[src/rtl/shift_out_pkg.sv]
// Shared tester timing package: action-period constants and helpers
// used by the serial stages that are paced by action_pulse/action_clk.
package shift_out_pkg;

    localparam int ACTION_DIV            = 16;
    localparam int ACTION_PULSE_PHASE    = ACTION_DIV / 2 - 1;
    localparam int ACTION_CLK_HIGH_PHASE = ACTION_DIV / 2;

    typedef enum logic [1:0] {
        PH_IDLE,
        PH_SHIFT,
        PH_STORE
    } phase_t;

    // Counter must hold 0 (idle), 1..width (shift) and width+1 (store).
    function automatic int counter_width(input int width);
        return $clog2(width + 2);
    endfunction

endpackage

[src/rtl/shift_out.sv]
// MSB-first serializer into a 74HC595-style chain, paced by the action
// pulse/clock pair; pulses the storage clock once the whole word is in.
module shift_out
    import shift_out_pkg::*;
#(
    parameter int WIDTH = 32
) (
    input  logic             clk,
    input  logic             rst_n,
    input  logic             action_pulse,
    input  logic             action_clk,
    input  logic [WIDTH-1:0] data,
    input  logic             go,
    output logic             ready,
    output logic             done,
    output logic             serial_data_out,
    output logic             shift_clk,
    output logic             store_clk,
    output logic             out_enable_n
);

    localparam int CW = counter_width(WIDTH);
    localparam logic [CW-1:0] CNT_LAST_SHIFT = CW'(WIDTH);
    localparam logic [CW-1:0] CNT_STORE      = CW'(WIDTH + 1);

    logic [CW-1:0]    cnt;
    logic [WIDTH-1:0] shreg;
    phase_t           phase;

    always_comb begin
        phase = PH_IDLE;
        if (cnt == CNT_STORE) begin
            phase = PH_STORE;
        end else if (cnt != '0) begin
            phase = PH_SHIFT;
        end
    end

    assign ready = (cnt == '0);

    // The chain clocks copy action_clk one clk late, so serial_data_out
    // (updated on action_pulse) is always settled before their rising edge.
    always_ff @(posedge clk or negedge rst_n) begin
        if (!rst_n) begin
            cnt             <= '0;
            shreg           <= '0;
            serial_data_out <= 1'b0;
            shift_clk       <= 1'b0;
            store_clk       <= 1'b0;
            done            <= 1'b0;
            out_enable_n    <= 1'b1;
        end else begin
            done      <= 1'b0;
            shift_clk <= (phase == PH_SHIFT) ? action_clk : 1'b0;
            store_clk <= (phase == PH_STORE) ? action_clk : 1'b0;
            if (action_pulse) begin
                case (phase)
                    PH_IDLE: begin
                        if (go) begin
                            shreg           <= data;
                            serial_data_out <= data[WIDTH-1];
                            cnt             <= CW'(1);
                        end
                    end
                    PH_SHIFT: begin
                        if (cnt == CNT_LAST_SHIFT) begin
                            serial_data_out <= 1'b0;
                            cnt             <= CNT_STORE;
                        end else begin
                            shreg           <= shreg << 1;
                            serial_data_out <= shreg[WIDTH-2];
                            cnt             <= cnt + CW'(1);
                        end
                    end
                    PH_STORE: begin
                        // Outputs are only enabled once a full word has been latched.
                        cnt          <= '0;
                        done         <= 1'b1;
                        out_enable_n <= 1'b0;
                    end
                    default: begin
                        cnt <= '0;
                    end
                endcase
            end
        end
    end

endmodule
[config.mk]
export PLATFORM = sky130hd
export DESIGN_NAME = shift_out
export DESIGN_NICKNAME = d
export VERILOG_FILES = /design/src/rtl/shift_out_pkg.sv /design/src/rtl/shift_out.sv
export SDC_FILE = /design/constraint.sdc
export NUM_CORES = 1
export LEC_CHECK = 0
export CAP_MARGIN = 10
export CORE_MARGIN = 5
export CORE_UTILIZATION = 45
export CTS_BUF_LIST = sky130_fd_sc_hd__clkbuf_2 sky130_fd_sc_hd__clkbuf_4 sky130_fd_sc_hd__clkbuf_8
export CTS_CLUSTER_SIZE = 14
export DETAILED_ROUTE_END_ITERATION = 12
export PLACE_DENSITY = 0.72
export SLEW_MARGIN = 10
export SYNTH_ARGS = -nofsm -noshare
export SYNTH_HDL_FRONTEND = slang
export SYNTH_SLANG_ARGS = --single-unit
export TNS_END_PERCENT = 20
[constraint.sdc]
create_clock -name clk -period 2.4 [get_ports clk]
set_input_delay 0.6 -clock clk [delete_from_list [all_inputs] [get_ports clk]]
set_output_delay 0.6 -clock clk [all_outputs]
set_load 0.02 [all_outputs]
[Word level (Yosys, flattened, before mapping)]
Index checks and enable logic that the tools add are counted.
Widths: inputs -> output; s select.
Word-level totals
  register bits after elaboration: 42
  bits of input ports: 37
  output and inout bits: 6
  word-level logic and storage cells: 37
Operators by class
  add/sub/neg operators: 1
  equality and inequality tests: 6
  mux-type cells: 15
  reduce and logical (&&, ||, !) cells: 8
Operators with widths (number)
  $mux 31: 2
  $pmux 31 s2: 1
  $eq 6x6->1 const B: 2
  $mux 6: 2
  $pmux 6 s2: 1
  $mux 1: 7
  $add 6x1->6 const B: 1
  $logic_not 6->1: 1
  $reduce_bool 6->1: 1
  $ne 2x2->1 const B: 2
  $reduce_and 2->1: 2
  $reduce_and 4->1: 1
  $reduce_and 3->1: 1
  $eq 2x1->1 const B: 1
  $eq 2x2->1 const B: 1
  $logic_not 2->1: 1
  $mux 2: 1
  $pmux 1 s2: 1
  $reduce_bool 2->1: 1

[Logic depth before layout (Yosys ltp)]
  depth in word-level cells: 6
  mapped depth: 7
  mapped depth without buffers: 6

[Worst setup path after synthesis]
Ideal clock, no wire load.
  path kind: register to output
  from: register cnt[0]
  to: output port ready
  arrival: 1.535 ns
  path slack: 0.265 ns
  cell stages (with the launch flop): 5
  buffers on the path: 0
  path through: dfrtp_1 > inv_1 > ha_1 > or4b_4 > nor2_1
Between the ends
  longest elaborated chain between the ends: 1
RTL lines
  start, declared: RTL line shift_out.sv:26  | logic [CW-1:0] cnt;
  start signal, assigned: RTL line shift_out.sv:72  | cnt <= cnt + CW'(1);
  $logic_not 6->1: RTL line shift_out.sv:39  | assign ready = (cnt == '0);
  end, declared: RTL line shift_out.sv:14  | output logic ready,
No other way between the ends.

[Worst setup path after layout]
Same ends and word-level chain as after synthesis.

==> summary.md <==
| Metric | Value |
|---|---|
| Worst slew pin tran | `0.479 ns` |
| Root Buffer | `clkbuf_8` |
| Ant. Diodes | `0` |
| HP Class | `in2async` |
| Net switching share of the total power | `35.5%` |
| Total standard cell area after synthesis | `2070 sq um` |
| Post-route core utilization | `60.8%` |
| Number of antenna violations at the first check in global routing | `0` |
| Portion of total power attributed to combinational logic | `41.8%` |
| Vias | `1,588` |
| YS warnings | `0` |
| Post-synthesis mux area share | `0%` |
| Weighted congestion reported at the end of routability-driven placement | `0.792` |
| Clock Tree Buf Depth | `2` |
| Die Height | `77.8 microns` |
| XOR/XNOR Fraction of Synth Area | `0.846%` |
| Number of top-level design ports | `43` |
| Area added between synthesis and finish | `29.7%` |
| GRT Util Overall | `14.5%` |
| Post-synth net total | `235` |
| Detailed-router iteration count before antenna repair | `4` |
| Area of the die | `6060 sq um` |
| Hold Slack | `0.267 ns` |
| DP Wirelength | `3.16 mm` |
| Cell accounting for the most synthesized area | `dfrtp_1` |
| Antenna-violating nets left | `0` |
| Post-synthesis register bit count | `42` |
| Cell with the most instances after synthesis | `dfrtp_1` |
| Yosys cell types | `35` |
| Sequential Power Share | `41.2%` |
| Switching Power | `978 uW` |
| Category of the worst setup path capture point | `output port` |
| Start-to-end type of the worst setup path | `reg2out` |
| Sum of overflow across all layers after global routing | `0` |
| Routed len/inst | `14.1 microns` |
| Power share of the clock group | `17.0%` |
| Deepest level of the CTS H-tree | `2` |
| Post-synthesis instance total | `195` |
| Pwr Total | `2.75 mW` |
| Share of synthesized cell area in and, or, nand and nor gates | `7.49%` |
| Fmax | `0.432 GHz` |
| Summed negative setup slack over all endpoints | `0 ns` |
| Arrival time worst endpoint | `1.71 ns` |
| Setup repair after global routing missed its margin | `false` |
| Starting density of the core | `46.9%` |
| Share of final-layout standard cells stronger than drive strength 1 | `22.9%` |
| Clock net sink count | `42` |
| Clock buffers created by TritonCTS | `5` |
| Vias in the first global route | `1,621` |
| Max FO, Critical Path | `2` |
| Post-CTS clock slew at the launch and capture registers of the worst setup and hold paths | `0.07 ns` |
| Synth cell count leaders | `41 x dfrtp_1, 33 x inv_1, 31 x o22ai_1, 23 x a21oi_2, 10 x a21oi_1` |
| Final Critical Period | `2.31 ns` |
| Maximum resistive drop on vdd | `622 uV` |
| Setup Skew | `0.00518 ns` |
| Largest family of logic cells by synthesized area | `compound AO/OA/AOI/OAI gates` |
| Req. time, crit path | `1.80 ns` |
| Internal power of the cells | `1.78 mW` |
| Top cell type's share of synthesized area | `49.5%` |
| Wire length after detailed routing | `4.26 mm` |
| Max_slew headroom | `68.1%` |
| Number of DRC markers after the initial detailed-route iteration | `51` |
| Period utilisation layout | `96.4%` |
| Total power per unit cell area | `1030 nW/um^2` |
| Core Region | `4410 sq um` |
| Maximum number of pins on one net before global-route repair | `31` |
| Leakage | `1.23 nW` |
| CTS tree | `built` |
| Worst-Skew Late Latency | `0.28 ns` |
| Wire length of the first global-routing pass | `7.21 mm` |
| Count of buffers from port buffering | `42` |
| Mean post-synth cell area | `10.6 sq um` |
| Adder-Cell Fraction of Synth Area | `1.81%` |
| Count of endpoints failing setup in the final report | `0` |
| Commonest register cell after synthesis | `dfrtp_1` |
| Outcome | `completed` |
| Slack of the worst reg-to-reg path | `0.25 ns` |
| Number of enable flip-flop cells after synthesis | `0` |
| Complex-gate fraction of the synthesized area | `27.6%` |
| Die span in x | `77.8 microns` |
| FILL cells | `400` |
| Number of cell rows | `24` |
| Setup Buffers After CTS | `0` |
| DR DRC count | `0` |
| Share of synthesized flip-flops with an asynchronous set or reset | `100%` |
| Final nets | `288` |
| Final hold vios | `0` |
| Average vias per placed instance | `5.28` |
| Cell types with the largest area share after synthesis | `dfrtp_1 50%, a21oi_2 9.7%, o22ai_1 9.4%, inv_1 6.0%, buf_6 4.4%` |
| Max Cap Violations | `0` |
| Share of the yosys chip area belonging to registers | `50.8%` |
| Worst Setup Start Kind | `flip-flop` |
| Final Slew Violations | `0` |
-- stage by stage --
| stage | cell area (sq um) | instances | setup WS (ns) |
|---|---|---|---|
| final | 2690 | 301 | 0.0870 |
| after floorplan | 2070 | 195 | 0.265 |
| after global routing | 2690 | 301 | 0.0160 |
| after CTS | 2680 | 301 | 0.0487 |
| after global placement | 2590 | 293 | -0.0264 |
| after detailed placement | 2590 | 293 | -0.0611 |
-- metal layers --
layer / track usage [%] / share of wire, % / up-vias
li1: - / - / 791
met1: 18.6 / 46 / 758
met2: 23.0 / 48 / 37
met3: 5.32 / 6.0 / 2
met4: 3.78 / 0.23 / 0
met5: 0 / 0 / -
-- worst max-delay path, stage by stage, from the launching register on --
cell and delay, ns:
dfrtp_1 0.37, inv_1 0.08, ha_1 0.19, or4b_4 0.49, nor2_2 0.13, buf_4 0.16
-- final timing paths --
| path | start | end | cells after the start |
|---|---|---|---|
| max | cnt[0] | ready | 5 |
| min | rst_n | cnt[2] | 1 |
| max reg2reg | cnt[0] | shreg[9] | 7 |
| min reg2reg | out_enable_n | out_enable_n | 1 |
| max in group asynchronous | rst_n | shreg[15] | 2 |
| min in group clk | out_enable_n | out_enable_n | 1 |
-- power groups by stage --
stage,registers (mW),logic [mW],clock network (mW)
after floorplan,1.16,0.802,0
after global placement,1.14,1.14,0
after detailed placement,1.15,1.16,0
after CTS,1.14,1.16,0.484
after global routing,1.17,1.28,0.515
final,1.14,1.15,0.468
-- state kept, by name, indices dropped and copies added, names as in the netlist --
| signal | flops |
|---|---|
| store_clk | 1 |
| shreg | 31 |
| out_enable_n | 1 |
| serial_data_out | 1 |
| shift_clk | 1 |
| done | 1 |
| cnt | 6 |
-- what timing repair did --
action,in CTS,in global routing
setup endpoints to repair,1,1
gates resized for setup,4,2
endpoints found under the hold margin,0,0
hold buffers,0,0
-- kinds of logic (layout without fill, tap and decap cells) --
family,count (synthesis),after routing
fa+ha+maj,3,3
flops,42,42
xor+xnor,2,2
buf+inv,46,100
compound gates,77,77
simple gates,25,25
-- layout make-up --
| class | instances | area (sq um) | share of cell area, % |
|---|---|---|---|
| timing repair buffer | 59 | 566 | 21.1 |
| clock buffer | 7 | 90.1 | 3.36 |
| sequential | 42 | 1050 | 39.2 |
| clock inverter | 1 | 5.00 | 0.186 |
| tap | 52 | 65.1 | 2.42 |
| inverter | 33 | 124 | 4.61 |
| multi-input combinational | 107 | 783 | 29.2 |
-- placed cells by master (no fill, tap or decap), types with 2 or more instances in the layout --
| cell type | netlist | final |
|---|---|---|
| nand2_1 | 5 | 5 |
| a21oi_2 | 23 | 23 |
| inv_1 | 33 | 33 |
| o21ai_0 | 4 | 4 |
| nor3_1 | 2 | 2 |
| clkbuf_8 | 0 | 6 |
| nor2b_1 | 3 | 3 |
| clkdlybuf4s50_1 | 0 | 40 |
| nor2_1 | 5 | 4 |
| xnor2_1 | 2 | 2 |
| ha_1 | 3 | 3 |
| dfrtp_1 | 41 | 41 |
| buf_4 | 1 | 16 |
| nand3_1 | 2 | 2 |
| buf_12 | 0 | 2 |
| a21oi_1 | 10 | 10 |
| o22ai_1 | 31 | 31 |
(Power assumes the default switching activity.)
